### config.mk
export PLATFORM = sky130hd
export DESIGN_NAME = ahb_burst_master
export DESIGN_NICKNAME = d
export VERILOG_FILES = /design/src/rtl/ahb_pkg.sv /design/src/rtl/ahb_next_addr.sv /design/src/rtl/ahb_burst_master.sv
export SDC_FILE = /design/constraint.sdc
export NUM_CORES = 1
export LEC_CHECK = 0
export CORE_MARGIN = 8
export CORE_UTILIZATION = 45
export CTS_CLUSTER_DIAMETER = 100
export DETAILED_ROUTE_END_ITERATION = 16
export PLACE_DENSITY = 0.79
export SLEW_MARGIN = 10
export SYNTH_ARGS = -nofsm -noshare
export SYNTH_HDL_FRONTEND = slang
export SYNTH_SLANG_ARGS = --single-unit
### constraint.sdc
create_clock -name h_clk -period 3.2 [get_ports h_clk]
set_input_delay 0.64 -clock h_clk [delete_from_list [all_inputs] [get_ports h_clk]]
set_output_delay 0.64 -clock h_clk [all_outputs]
set_load 0.01 [all_outputs]
### src/rtl/ahb_pkg.sv
// Shared AHB-Lite encodings, burst helpers and FSM state type for the burst master.
package ahb_pkg;

    typedef enum logic [1:0] {
        TRANS_IDLE   = 2'b00,
        TRANS_BUSY   = 2'b01,
        TRANS_NONSEQ = 2'b10,
        TRANS_SEQ    = 2'b11
    } trans_e;

    typedef enum logic [2:0] {
        BURST_SINGLE = 3'b000,
        BURST_INCR   = 3'b001,
        BURST_WRAP4  = 3'b010,
        BURST_INCR4  = 3'b011,
        BURST_WRAP8  = 3'b100,
        BURST_INCR8  = 3'b101,
        BURST_WRAP16 = 3'b110,
        BURST_INCR16 = 3'b111
    } burst_e;

    typedef enum logic [2:0] {
        S_IDLE,
        S_ADDR,
        S_LAST,
        S_DONE,
        S_ERR
    } state_e;

    // Beat counter width; cmd_len wider than this is truncated.
    localparam int unsigned CNT_W = 16;

    // Lowest address bit above the 1 KB boundary an AHB burst may not cross.
    localparam int unsigned KB_BIT = 10;

    // Number of beats in a burst; undefined-length INCR uses len, with 0 treated as 1.
    function automatic logic [CNT_W-1:0] beats_of(input logic [2:0] burst,
                                                  input logic [CNT_W-1:0] len);
        case (burst)
            BURST_SINGLE:              beats_of = CNT_W'(1);
            BURST_INCR:                beats_of = (len == '0) ? CNT_W'(1) : len;
            BURST_WRAP4, BURST_INCR4:  beats_of = CNT_W'(4);
            BURST_WRAP8, BURST_INCR8:  beats_of = CNT_W'(8);
            default:                   beats_of = CNT_W'(16);
        endcase
    endfunction

    // True for the wrapping burst encodings.
    function automatic logic is_wrap(input logic [2:0] burst);
        return (burst == BURST_WRAP4) || (burst == BURST_WRAP8) || (burst == BURST_WRAP16);
    endfunction

endpackage

### src/rtl/ahb_next_addr.sv
// Combinational next-beat address for INCR/WRAP bursts, plus the flag that forces
// a NONSEQ restart when an incrementing burst would cross a 1 KB boundary.
module ahb_next_addr
    import ahb_pkg::*;
(
    input  logic [31:0] i_addr,
    input  logic [2:0]  i_size,
    input  logic [2:0]  i_burst,
    output logic [31:0] o_next_addr,
    output logic        o_restart
);

    logic [31:0] w_incr;
    logic [31:0] w_sum;
    logic [31:0] w_mask;

    assign w_incr = 32'd1 << i_size;
    assign w_sum  = i_addr + w_incr;

    // Wrap bursts keep the upper bits and wrap the low bits inside the burst window;
    // incrementing bursts flag a restart when the 1 KB page changes.
    always_comb begin
        // NOTE: every output of a combinational block gets a default first so no latch is inferred.
        w_mask      = '0;
        o_next_addr = w_sum;
        o_restart   = 1'b0;
        if (is_wrap(i_burst)) begin
            w_mask      = (32'(beats_of(i_burst, CNT_W'(1))) << i_size) - 32'd1;
            o_next_addr = (i_addr & ~w_mask) | (w_sum & w_mask);
        end else if (i_burst != BURST_SINGLE) begin
            o_restart = (w_sum[31:KB_BIT] != i_addr[31:KB_BIT]);
        end
    end

endmodule

### src/rtl/ahb_burst_master.sv
// Command-driven AHB-Lite burst master: one command at a time, pipelined address and
// data phases, write-data and read-data streams, ERROR abort and illegal-command reject.
module ahb_burst_master
    import ahb_pkg::*;
#(
    parameter int unsigned LEN_W = 8
) (
    input  logic             h_clk,
    input  logic             h_reset,
    input  logic             cmd_valid,
    output logic             cmd_ready,
    input  logic [31:0]      cmd_addr,
    input  logic [2:0]       cmd_burst,
    input  logic [2:0]       cmd_size,
    input  logic             cmd_write,
    input  logic [LEN_W-1:0] cmd_len,
    input  logic             wd_valid,
    output logic             wd_ready,
    input  logic [31:0]      wd_data,
    input  logic [3:0]       wd_strb,
    output logic             rd_valid,
    output logic [31:0]      rd_data,
    output logic             rd_last,
    output logic             done,
    output logic             done_err,
    output logic [31:0]      h_addr,
    output logic [2:0]       h_burst,
    output logic [2:0]       h_size,
    output logic [1:0]       h_trans,
    output logic             h_write,
    output logic [31:0]      h_wdata,
    output logic [3:0]       h_wstrb,
    input  logic [31:0]      h_rdata,
    input  logic             h_ready,
    input  logic             h_resp
);

    state_e           r_state;
    state_e           w_next_state;

    logic [31:0]      r_addr;
    logic [2:0]       r_size;
    logic [2:0]       r_burst;
    logic             r_write;
    logic             r_nonseq;      // current beat starts a (re)started burst
    logic             r_restarted;   // a 1 KB restart happened; remaining beats are INCR
    logic [CNT_W-1:0] r_beats_left;
    logic             r_err;

    logic             r_dp_valid;    // a data phase is outstanding on the bus
    logic             r_dp_last;
    logic             r_dp_write;

    logic [31:0]      r_wdata;
    logic [3:0]       r_wstrb;
    logic             r_rd_valid;
    logic [31:0]      r_rd_data;
    logic             r_rd_last;

    trans_e           w_trans;
    logic             w_addr_done;
    logic             w_err_wait;
    logic             w_reject;
    logic             w_rd_beat;
    logic             w_last_beat;
    logic [31:0]      w_next_addr;
    logic             w_restart;

    ahb_next_addr u_next_addr (
        .i_addr      (r_addr),
        .i_size      (r_size),
        .i_burst     (r_burst),
        .o_next_addr (w_next_addr),
        .o_restart   (w_restart)
    );

    assign w_reject    = (cmd_size > 3'd2) ||
                         ((cmd_addr & ((32'd1 << cmd_size) - 32'd1)) != 32'd0);
    assign w_err_wait  = r_dp_valid && h_resp && !h_ready;
    assign w_last_beat = (r_beats_left == CNT_W'(1));
    assign w_addr_done = h_ready && ((w_trans == TRANS_NONSEQ) || (w_trans == TRANS_SEQ));
    assign w_rd_beat   = r_dp_valid && !r_dp_write && h_ready && !h_resp;

    assign wd_ready = w_addr_done && r_write;
    assign h_trans  = w_trans;
    assign h_addr   = r_addr;
    assign h_burst  = r_restarted ? BURST_INCR : r_burst;
    assign h_size   = r_size;
    assign h_write  = r_write;
    assign h_wdata  = r_wdata;
    assign h_wstrb  = r_wstrb;
    assign rd_valid = r_rd_valid;
    assign rd_data  = r_rd_data;
    assign rd_last  = r_rd_last;

    // State register.
    always_ff @(posedge h_clk) begin
        // NOTE: sequential state uses non-blocking assignments so every flop samples pre-edge values.
        if (h_reset) begin
            r_state <= S_IDLE;
        end else begin
            r_state <= w_next_state;
        end
    end

    // Next-state decode and the combinational bus/handshake outputs.
    always_comb begin
        w_next_state = r_state;
        w_trans      = TRANS_IDLE;
        cmd_ready    = 1'b0;
        done         = 1'b0;
        done_err     = 1'b0;
        case (r_state)
            S_IDLE: begin
                cmd_ready = 1'b1;
                if (cmd_valid) begin
                    w_next_state = w_reject ? S_DONE : S_ADDR;
                end
            end
            S_ADDR: begin
                if (w_err_wait) begin
                    // First ERROR cycle: withdraw the pending address phase at once.
                    w_next_state = S_ERR;
                end else if (r_write && !wd_valid) begin
                    // No data yet: IDLE before a (re)start beat, BUSY inside a burst.
                    w_trans = r_nonseq ? TRANS_IDLE : TRANS_BUSY;
                end else begin
                    w_trans = r_nonseq ? TRANS_NONSEQ : TRANS_SEQ;
                    if (h_ready && w_last_beat) begin
                        w_next_state = S_LAST;
                    end
                end
            end
            S_LAST: begin
                if (w_err_wait) begin
                    w_next_state = S_ERR;
                end else if (h_ready) begin
                    w_next_state = S_DONE;
                end
            end
            S_ERR: begin
                if (h_resp && h_ready) begin
                    w_next_state = S_DONE;
                end
            end
            S_DONE: begin
                done         = 1'b1;
                done_err     = r_err;
                w_next_state = S_IDLE;
            end
            default: begin
                w_next_state = S_IDLE;
            end
        endcase
    end

    // Command latch, beat sequencing, data-phase tracking and data stream registers.
    always_ff @(posedge h_clk) begin
        if (h_reset) begin
            r_addr       <= '0;
            r_size       <= '0;
            r_burst      <= '0;
            r_write      <= 1'b0;
            r_nonseq     <= 1'b0;
            r_restarted  <= 1'b0;
            r_beats_left <= '0;
            r_err        <= 1'b0;
            r_dp_valid   <= 1'b0;
            r_dp_last    <= 1'b0;
            r_dp_write   <= 1'b0;
            r_wdata      <= '0;
            r_wstrb      <= '0;
            r_rd_valid   <= 1'b0;
            r_rd_data    <= '0;
            r_rd_last    <= 1'b0;
        end else begin
            if (r_state == S_IDLE && cmd_valid) begin
                r_err <= w_reject;
                if (!w_reject) begin
                    r_addr       <= cmd_addr;
                    r_size       <= cmd_size;
                    r_burst      <= cmd_burst;
                    r_write      <= cmd_write;
                    r_nonseq     <= 1'b1;
                    r_restarted  <= 1'b0;
                    r_beats_left <= beats_of(cmd_burst, CNT_W'(cmd_len));
                end
            end

            if (r_state == S_ERR) begin
                r_err <= 1'b1;
            end

            // Advance to the next beat once its address phase is accepted;
            // the final beat's address is simply held.
            if (w_addr_done) begin
                r_beats_left <= r_beats_left - CNT_W'(1);
                r_nonseq     <= w_restart;
                if (w_restart) begin
                    r_restarted <= 1'b1;
                end
                if (!w_last_beat) begin
                    r_addr <= w_next_addr;
                end
            end

            // The accepted address phase becomes the single outstanding data phase.
            if (w_addr_done) begin
                r_dp_valid <= 1'b1;
                r_dp_last  <= w_last_beat;
                r_dp_write <= r_write;
            end else if (h_ready) begin
                r_dp_valid <= 1'b0;
            end

            // Write data moves onto the bus for the data phase that follows acceptance.
            if (wd_ready) begin
                r_wdata <= wd_data;
                r_wstrb <= wd_strb;
            end

            r_rd_valid <= w_rd_beat;
            r_rd_last  <= w_rd_beat && r_dp_last;
            if (w_rd_beat) begin
                r_rd_data <= h_rdata;
            end
        end
    end

endmodule

* Word level (Yosys, flattened, before mapping)
Index checks and enable logic that the tools add are counted.
W data, S select, Z words.
** Word-level totals
- Memory bits (writable) :: 0
- Memory bits (read-only) :: 0
- Latch bits :: 0
- Bits of input ports :: 121
- Memories kept :: 0
- Bits in registers :: 134
- Logic and storage cells :: 136
** Cells by class
- Shifts and indexed selects :: 3
- Order comparisons :: 1
- Div/mod/pow operators :: 0
- Reductions and logical operators :: 37
- Eq/ne operators :: 25
- Multiplexer cells :: 43
- Add/subtract/negate cells :: 4
- Bitwise gates (word level) :: 6
- Multipliers :: 0
** Operators with widths (number)
- $mux W32 :: 5
- $and A32 B32 Y32 :: 3
- $mux W16 :: 4
- $shl A1 B3 Y32 const A :: 2
- $sub A32 B1 Y32 const B :: 2
- $add A32 B32 Y32 :: 1
- $not A32 Y32 :: 1
- $or A32 B32 Y32 :: 1
- $pmux W8 S4 :: 1
- $reduce_bool A32 Y1 :: 1
- $shl A16 B3 Y32 :: 1
- $mux W3 :: 8
- $ne A22 B22 Y1 :: 1
- $eq A3 B2 Y1 const B :: 6
- $eq A3 B3 Y1 const B :: 6
- $mux W1 :: 18
- $eq A16 B1 Y1 const B :: 1
- $sub A16 B1 Y16 const B :: 1
- $pmux W5 S3 :: 1
- $logic_and A1 B1 Y1 :: 12
- $pmux W3 S4 :: 1
- $reduce_or A2 Y1 :: 5
- $eq A3 B1 Y1 const B :: 3
- $logic_not A3 Y1 :: 3
- other kinds (14) :: 31

* Depth between registers and ports, before layout
Gate-level depths: netlist of run 1.
- Word-level depth :: 12
- Depth in mapped cells :: 13
- Gate-level depth less buffers :: 9

* By module
A second synthesis of run 1 with hierarchy kept.
** Second synthesis, totals
- Cell total of the unflattened synthesis :: 847
- Area, all modules :: 7085.5 um2
** Modules (own cells, without submodules)
- ahb_burst_master :: instances 1, sequential area each 2682.6 um2, cells an instance 639, area an instance 5657.9 um2
- ahb_next_addr :: instances 1, sequential area each 0.0 um2, cells an instance 208, area an instance 1427.6 um2

* Worst setup path before layout of run 1
Ideal clock, no wire load.
- Path type :: register to register
- From :: register r_size[2], in the netlist h_size[2]
- To :: register with a tool-made name
- Setup time :: 0.086 ns
- Stages on the path, launching flop included :: 12
- Data arrival time :: 2.883 ns
- Path slack :: 0.231 ns
- Cell sequence :: dfxtp_1 > clkbuf_1 > clkbuf_1 > nor3b_1 > ha_1 > or2_2 > a311o_1 > o41a_1 > buf_2 > nand3_1 > nor2_1 > a211oi_1
** RTL lines
- from (decl) :: RTL line ahb_burst_master.sv:42 : logic [2:0] r_size;
- from (signal assigned) :: RTL line ahb_burst_master.sv:181 : r_size <= cmd_size;

* Worst setup path in the final report of run 1
- From :: register r_size[0], in the netlist h_size[0]
- To :: register r_nonseq
** On the way
- Cells in the longest elaborated chain, start to end :: 6
** Ends and longest elaborated chain
- $shl A1 B3 Y32 :: RTL line ahb_next_addr.sv:17 : assign w_incr = 32'd1 << i_size;
- $add A32 B32 Y32 :: RTL line ahb_next_addr.sv:18 : assign w_sum = i_addr + w_incr;
- $ne A22 B22 Y1 :: RTL line ahb_next_addr.sv:31 : o_restart = (w_sum[31:KB_BIT] != i_addr[31:KB_BIT]);
- $mux W1 :: RTL line ahb_next_addr.sv:30 : end else if (i_burst != BURST_SINGLE) begin
- $mux W1 :: RTL line ahb_next_addr.sv:27 : if (is_wrap(i_burst)) begin
- $mux W1 :: RTL line ahb_burst_master.sv:196 : if (w_addr_done) begin
- to (signal assigned) :: RTL line ahb_burst_master.sv:198 : r_nonseq <= w_restart;
- to (decl) :: RTL line ahb_burst_master.sv:45 : logic r_nonseq;
No other way between the ends.
A chain may end at the register's enable or synchronous reset.

==> impl_metrics.yaml, run 1 <==
route:
  first_iter_violations: 697
  drtPass1Iterations: 5
  ant_nets: 0
  vias: 7542
  drt-total-wl_um: 23700
  routedWlPerCell_um: 17.9
  remaining_drc_errors: 0
  viasPerCell: 5.69
clocking:
  cts_resized: 0
  post-cts-setup-buffer-count: 0
  cts_buffer_depth: 2
  root_buffer: "clkbuf_16"
  clk_pin_slew_ns: 0.06
  htree_levels: 4
  cts_buffers: 17
  tritoncts: "yes"
  cts_hold_buf: 0
  worstSkewPairLatency_ns: 0.41
  cts.sinks: 134
flow_run:
  cap_violations: 0
sta:
  finalHoldViolCount: 0
  fmax_mhz: 337
  setup_viol: 0
  worst_slew_pin_slew_ns: 0.681
  relSlewSlack_pct: 54.6
  fin_crit_sh_pct: 92.7
  rsz0062_at_grt: "false"
  post-route-min-period_ns: 2.97
  fin_skew_ns: 0.00817
  setup_tns_ns: 0
  slew_viol_final: 0
power_and_ir_drop:
  p_per_area_mw_per_mm2: 532
  ir_drop_v: 0.000332
  p_leak_nw: 3.52
  power_mw: 5.36
global_routing:
  grt_pass1_wl_um: 38200
  use_met2_pct: 39.4
  grt_overflow_total: 0
  grt_max_degree: 129
  busiest_layer: "met2"
  grt_use_total_pct: 23.9
  met3_usage_pct: 9.58
  grt_pass1_vias: 7327
  grt_antenna_before_repair: 0
  use_met1_pct: 28.0
yosys:
  synth_area_mm2: 0.00689
  ys_seq_elements: 134
  synth_top_area_share_pct: 38.9
  synth_cells: 908
  ys_async_sr_fraction_pct: 0
  synth_cell_types: 72
  synth_area_leaders: "dfxtp_1, nand2_1, a21oi_1"
  yosysSeqAreaShare_pct: 38.9
  yosys.area.top_type: "dfxtp_1"
  synth-main-ff-cell: "dfxtp_1"
  avgSynthCellArea_um2: 7.59
  yosysWarningCount: 0
  synth_common_cells: "nand2_1, dfxtp_1, a21oi_1"
  synth_edf_count: 0
  synth.most_common_cell: "nand2_1"
  syn_nets: 1043
floorplan:
  die_height_um: 140
  design.die.area_mm2: 0.0195
  std_cell_rows: 45
  core_area_mm2: 0.0151
  start_util_pct: 45.6
  io_pins: 236
  die_x_um: 140
setup_path:
  cp-end-kind: "register"
  crit_family: "compound AO/OA/AOI/OAI gates"
  worst-path-max-fanout: 8
  slowest_stage: "dfxtp_1"
  slowest_delay_ns: 0.44
  crit_arrival_ns: 3.24
  crit_required_ns: 3.47
  cp_cell_sequence: "inv_1 -> nor3b_1 -> ha_1 -> or2_2 -> a311o_1 -> o41a_1 -> buf_4 -> a31oi_1 -> or3_1 -> a21oi_1"
  critical_path_class: "register to register"
  crit_buf_inv: 2
  start_kind: "register"
placed_design:
  io_buffers: 235
  dp_hpwl_um: 17300
  place_area_mm2: 0.00946
  gp_congestion: 0.891
cells_and_area:
  layout-drive-gt1-share_pct: 7.30
  stdcell_area_mm2: 0.0101
  area_delta_synth_final_pct: 46.4
  nets: 1260
  antenna_cells: 0
min_path:
  min_path_type: "register to register"
outcome:
  status: "complete, no violations"
placed cells by master (no fill, tap or decap), types with 8 or more instances in the layout:
cell type        count
nand2_1            208
or3_1               11
clkdlybuf4s50_1    234
and3_1              13
o21ai_0             22
a21oi_1            122
buf_4               28
nand3_1             22
nor4_1               9
dfxtp_1            134
a211oi_1            10
a31oi_1             26
nor2_1              58
o211ai_1             8
nand4_1             12
inv_1               13
nor3_1              18
nand2b_1             8
clkbuf_16           17
ha_1                13
a311oi_1             8
where the power goes:
part,internal [mW],switching [mW],total (mW)
Combinational,0.655,0.677,1.33
Clock,1.31,0.761,2.07
Sequential,1.80,0.163,1.96
tightest hold or removal path, cell delays in order (launching register included):
cell     delay (ns)
dfxtp_1        0.31
nand2_1        0.05
a21oi_1        0.05
metal layers:
metal,wire [um],vias up,part of all wire (%)
met5,0,-,0
met4,459,0,1.9
met3,2250,34,9.5
met2,11200,313,47
met1,9800,3510,41
li1,-,3685,-
final timing paths:
check                            startpoint          end  slack (ns)  cells past startpoint
worst min-delay path            rd_data[22]  rd_data[22]        0.45                      2
worst max register to register    h_size[0]     r_nonseq        0.23                     10
worst min register to register  rd_data[22]  rd_data[22]        0.45                      2
worst max-delay path              h_size[0]     r_nonseq        0.23                     10
per-stage QoR:
step                      util, %  hold WS (ns)  setup WS, ns  instances
after global placement       62.7         0.441         0.118       1294
after floorplan                 -         0.433         0.231        908
after detailed placement     62.7         0.446        0.0141       1294
after CTS                    66.8         0.453         0.309       1325
final                        66.8         0.452         0.234       1325
after global routing         66.8         0.471        0.0737       1325
cells by family after synthesis:
family          Yosys count  synth area share (%)
flops                   134                  38.9
xor+xnor                  9                  1.14
simple gates            414                  28.9
compound gates          251                  22.5
mux                       5                 0.781
fa+ha+maj                14                  2.65
buf+inv                  81                  5.05
layout make-up:
type / instances / area (um2)
fillers: 1290 / 5000
clock inverters: 14 / 199
multi-input cells: 693 / 3880
well taps: 188 / 235
flip-flops and latches: 134 / 2680
inverters: 14 / 52.6
clock buffers: 17 / 425
repair buffers: 265 / 2610
No activity file was read; power rests on OpenSTA's default activity.
==> run 2: changes to the inputs <==
- CORE_MARGIN: 8 -> default
==> run 2 against run 1 <==
Net effect: count of clock-buffer cells in the layout up 4; largest power group unchanged; worst hold slack worse by 0.0010 ns; critical path type unchanged; fmax decreased by 0.55%; largest cell class unchanged.
==> impl_metrics.yaml, run 2 (synthesis results as in run 1) <==
outcome:
  status: "complete, no violations"
cells_and_area:
  final_common_cell: "clkdlybuf4s50_1"
  mostFrequentLayoutCells: "clkdlybuf4s50_1, nand2_1, dfxtp_1"
  stdcell_area_mm2: 0.0100
  area_delta_synth_final_pct: 45.5
  fill_cells: 1241
  antenna_cells: 0
  nets: 1258
  seqCellArea_mm2: 0.00268
  multi_input_area_mm2: 0.00388
  layout-drive-gt1-share_pct: 6.88
clocking:
  cts_hold_buf: 0
  htree_levels: 4
  root_buffer: "clkbuf_16"
  worstSkewPairLatency_ns: 0.41
  cts_buffer_depth: 2
  cts_resized: 0
  clk_pin_slew_ns: 0.06
  post-cts-setup-buffer-count: 0
  cts.sinks: 134
  cts_buffers: 17
  tritoncts: "yes"
route:
  viasPerCell: 5.70
  drtPass1Iterations: 5
  first_iter_violations: 586
  routedWlPerCell_um: 16.6
  remaining_drc_errors: 0
  ant_nets: 0
  drt-total-wl_um: 21800
  vias: 7507
sta:
  fmax_mhz: 335
  fin_skew_ns: 0.00901
  relSlewSlack_pct: 56.0
  rsz0062_at_grt: "false"
  slew_viol_final: 0
  worst_slew_pin_slew_ns: 0.657
  finalHoldViolCount: 0
  setup_viol: 0
  post-route-min-period_ns: 2.98
  fin_crit_sh_pct: 93.2
  setup_tns_ns: 0
global_routing:
  grt_pass1_vias: 6942
  grt_use_total_pct: 27.5
  grt_pass1_wl_um: 34900
  grt_overflow_total: 0
  grt_antenna_before_repair: 0
  grt_max_degree: 60
setup_path:
  cp_cell_sequence: "inv_1 -> nor3b_1 -> ha_1 -> or2_2 -> a311o_1 -> o41a_1 -> nand3_1 -> or4_1 -> a31oi_1"
  slowest_stage: "or4_1"
  cp-end-kind: "register"
  crit_arrival_ns: 3.32
  slowest_delay_ns: 0.47
  crit_required_ns: 3.54
  start_kind: "register"
  critical_path_class: "register to register"
  worst-path-max-fanout: 7
floorplan:
  die_x_um: 126
  start_util_pct: 46.7
  die_height_um: 126
  io_pins: 236
  core_area_mm2: 0.0148
  std_cell_rows: 44
  design.die.area_mm2: 0.0158
min_path:
  min_path_type: "register to register"
power_and_ir_drop:
  ir_drop_v: 0.000417
  p_per_area_mw_per_mm2: 526
  p_leak_nw: 3.49
placed_design:
  io_buffers: 235
  place_area_mm2: 0.00943
  gp_congestion: 0.909
  dp_hpwl_um: 15500
flow_run:
  cap_violations: 0
-- run 2: cell count changes in the layout (fill, tap and decap cells not counted), sizes merged --
cell,delta
buf,-2
bufinv,-1
clkbuf,+4
clkinv,-2
inv,-3
-- run 2: stage by stage --
step / cells / hold WS, ns / util (%) / setup WS, ns / total power [mW]
final: 1317 / 0.451 / 67.9 / 0.217 / 5.27
after global routing: 1317 / 0.464 / 67.9 / 0.0600 / 5.51
after floorplan: 908 / 0.433 / - / 0.231 / 2.75
after global placement: 1288 / 0.440 / 63.9 / 0.251 / 3.27
after detailed placement: 1288 / 0.446 / 63.9 / 0.197 / 3.29
after CTS: 1317 / 0.454 / 67.9 / 0.307 / 5.29
-- run 2: metal layers --
layer	share of wire [%]	global-route usage (%)	vias up
met3	8.2	6.37	55
li1	-	-	3692
met4	3.4	13.9	0
met2	46	43.8	365
met5	0	0	-
met1	42	35.0	3395
-- run 2: worst paths after layout --
path,to,slack (ns),start,cells past startpoint
worst max-delay path,register,0.22,h_size[0],9
worst min-delay path,rd_data[7],0.45,rd_data[7],2
worst max register to register,register,0.22,h_size[0],9
worst min register to register,rd_data[7],0.45,rd_data[7],2
-- run 2: final cells by class --
class,count,area share (%)
multi-input cells,693,38.7
flip-flops and latches,134,26.8
repair buffers,263,25.8
clock buffers,21,4.69
well taps,184,2.30
clock inverters,8,1.25
inverters,14,0.524
-- run 2: power breakdown --
part           total, mW  switching [mW]  internal (mW)
combinational       1.32           0.672          0.651
clock               1.99           0.712           1.27
sequential          1.96           0.162           1.80
total               5.27            1.55           3.72
-- run 2: worst max-delay path: cells and delay by family (launching register included) --
family                     cells  cell delay, ns
AOI/OAI and AO/OA              3            0.84
DFF                            1            0.39
buffers and inverters          1            0.15
and+or+nand+nor                4            1.25
adders and majority gates      1            0.29
==> run 3: changes to the inputs <==
- PLACE_DENSITY: 0.79 -> 0.77
==> run 3 against run 2 <==
Net effect: non-clock buffer count stayed put; via count is 0.32% higher; die area stayed put; combinational power hardly changed; sequential cell count stayed put; worst setup slack better by 0.028 ns; sequential power hardly changed; clock skew is 0.0031 ns lower; critical path depth is 1 lower; largest cell class unchanged; largest power group unchanged.
==> impl_metrics.yaml, run 3 (synthesis results as in run 1) <==
sta:
  setup_tns_ns: 0
  rsz0062_at_grt: "false"
  setup_viol: 0
  worst_slew_pin_slew_ns: 0.780
  fin_skew_ns: 0.00589
  post-route-min-period_ns: 2.95
  relSlewSlack_pct: 48.0
  fmax_mhz: 338
  fin_crit_sh_pct: 92.3
  finalHoldViolCount: 0
  slew_viol_final: 0
floorplan:
  die_height_um: 126
  std_cell_rows: 44
  start_util_pct: 46.7
  core_area_mm2: 0.0148
  die_x_um: 126
  io_pins: 236
  design.die.area_mm2: 0.0158
setup_path:
  crit_buf_inv: 0
  worst-path-max-fanout: 13
  path_common_cell: "nor3_1"
  reg2regPathDepth: 8
  cp-end-kind: "register"
  r2r_slack_ns: 0.25
  cp_cell_sequence: "nor3_1 -> ha_1 -> fa_1 -> a211oi_1 -> o21bai_1 -> o41a_2 -> a311oi_1 -> nor3_1"
  start_kind: "register"
  crit_arrival_ns: 3.23
  critical_path_class: "register to register"
  slowest_stage: "dfxtp_1"
  worstReg2RegStart: "h_size[2]"
  slowest_delay_ns: 0.58
  crit_family: "compound AO/OA/AOI/OAI gates"
  crit_required_ns: 3.47
route:
  vias: 7531
  drt-met1-wl_um: 9750
  wl_met3_um: 1730
  ant_nets: 0
  drtPass1Iterations: 5
  routedWlPerCell_um: 16.8
  wl_met2_um: 10200
  drt-total-wl_um: 22200
  routed.top_layer: "met4"
  remaining_drc_errors: 0
  viasPerCell: 5.71
  first_iter_violations: 664
cells_and_area:
  mostFrequentLayoutCells: "clkdlybuf4s50_1, nand2_1, dfxtp_1"
  area_delta_synth_final_pct: 45.4
  antenna_cells: 0
  multi_input_area_mm2: 0.00388
  fill_cells: 1280
  seqCellArea_mm2: 0.00268
  layout-drive-gt1-share_pct: 7.31
  nets: 1258
  final_common_cell: "clkdlybuf4s50_1"
clocking:
  cts.sinks: 134
  cts_buffers: 17
  worstSkewPairLatency_ns: 0.42
  root_buffer: "clkbuf_16"
  tritoncts: "yes"
  cts_buffer_depth: 2
  htree_levels: 4
  cts_hold_buf: 0
  clk_pin_slew_ns: 0.06
power_and_ir_drop:
  pwr-share-seq_pct: 37.2
  p_int_mw: 3.62
  ir_drop_v: 0.000391
  p_clk_share_pct: 37.6
  switching_share_pct: 31.4
  p_leak_nw: 3.50
  power_mw: 5.27
  p_sw_mw: 1.65
  p_per_area_mw_per_mm2: 526
  pwr-share-comb_pct: 25.2
placed_design:
  dp_hpwl_um: 15600
  gp_congestion: 0.897
  io_buffers: 235
min_path:
  worstHoldStart: "h_wdata[5]"
  min_path_type: "register to register"
  holdPathEnd: "h_wdata[5]"
  hold-path-cell-count: 2
global_routing:
  grt_antenna_before_repair: 0
  grt_use_total_pct: 28.0
  grt_pass1_vias: 6911
  grt_pass1_wl_um: 35400
  grt_overflow_total: 0
  grt_max_degree: 74
outcome:
  status: "complete, no violations"
flow_run:
  cap_violations: 0
run 3: cell type report:
cell class | instances | share of cell area [%]
inverter | 14 | 0.525
multi-input combinational | 693 | 38.7
tap | 184 | 2.30
timing repair buffer | 263 | 25.7
clock buffer | 17 | 4.25
clock inverter | 15 | 1.72
sequential | 134 | 26.8
run 3: worst max-delay path by stage:
stage,end,startpoint,cells past startpoint
floorplan,register,h_size[2],11
global placement,r_beats_left[7],cmd_size[0],8
detailed placement,r_beats_left[7],cmd_size[0],8
CTS,register,h_size[2],9
global route,r_nonseq,h_size[2],9
finish,register,h_size[2],8
run 3: power groups by stage:
stage	registers, mW	logic, mW	clock network (mW)
6_report	1.96	1.33	1.98
5_1_grt	1.98	1.46	2.08
4_1_cts	1.95	1.32	2.01
3_5_place_dp	1.99	1.31	0
3_3_place_gp	1.98	1.29	0
2_1_floorplan	1.95	0.802	0
run 3: worst min-delay path, cell delays in order (launching register included):
cell and delay [ns]:
dfxtp_1 0.31, nand2_1 0.05, a21oi_1 0.05
run 3: routing by layer:
layer  vias up  global-route usage, %
met5         -                      0
met4         0                   10.7
met1      3520                   36.3
met3        37                   8.03
met2       298                   44.1
li1       3676                      -
run 3: timing repair:
| action | 4_1_cts | 5_1_grt |
|---|---|---|
| buffers inserted | 0 | 0 |
| endpoints found under the setup margin | 0 | 2 |
| hold endpoints to repair | 0 | 0 |
| resized for setup | 0 | 1 |
run 3: per-stage QoR:
stage                     hold slack (ns)  util, %  worst slack, ns  area (um2)  instances
after floorplan                     0.433        -            0.231        6890        908
after global placement              0.440     63.8            0.127        9420       1288
after detailed placement            0.446     63.8           0.0294        9420       1288
after CTS                           0.454     67.9            0.231       10000       1320
after global routing                0.467     67.9           0.0659       10000       1320
final                               0.451     67.9            0.245       10000       1320
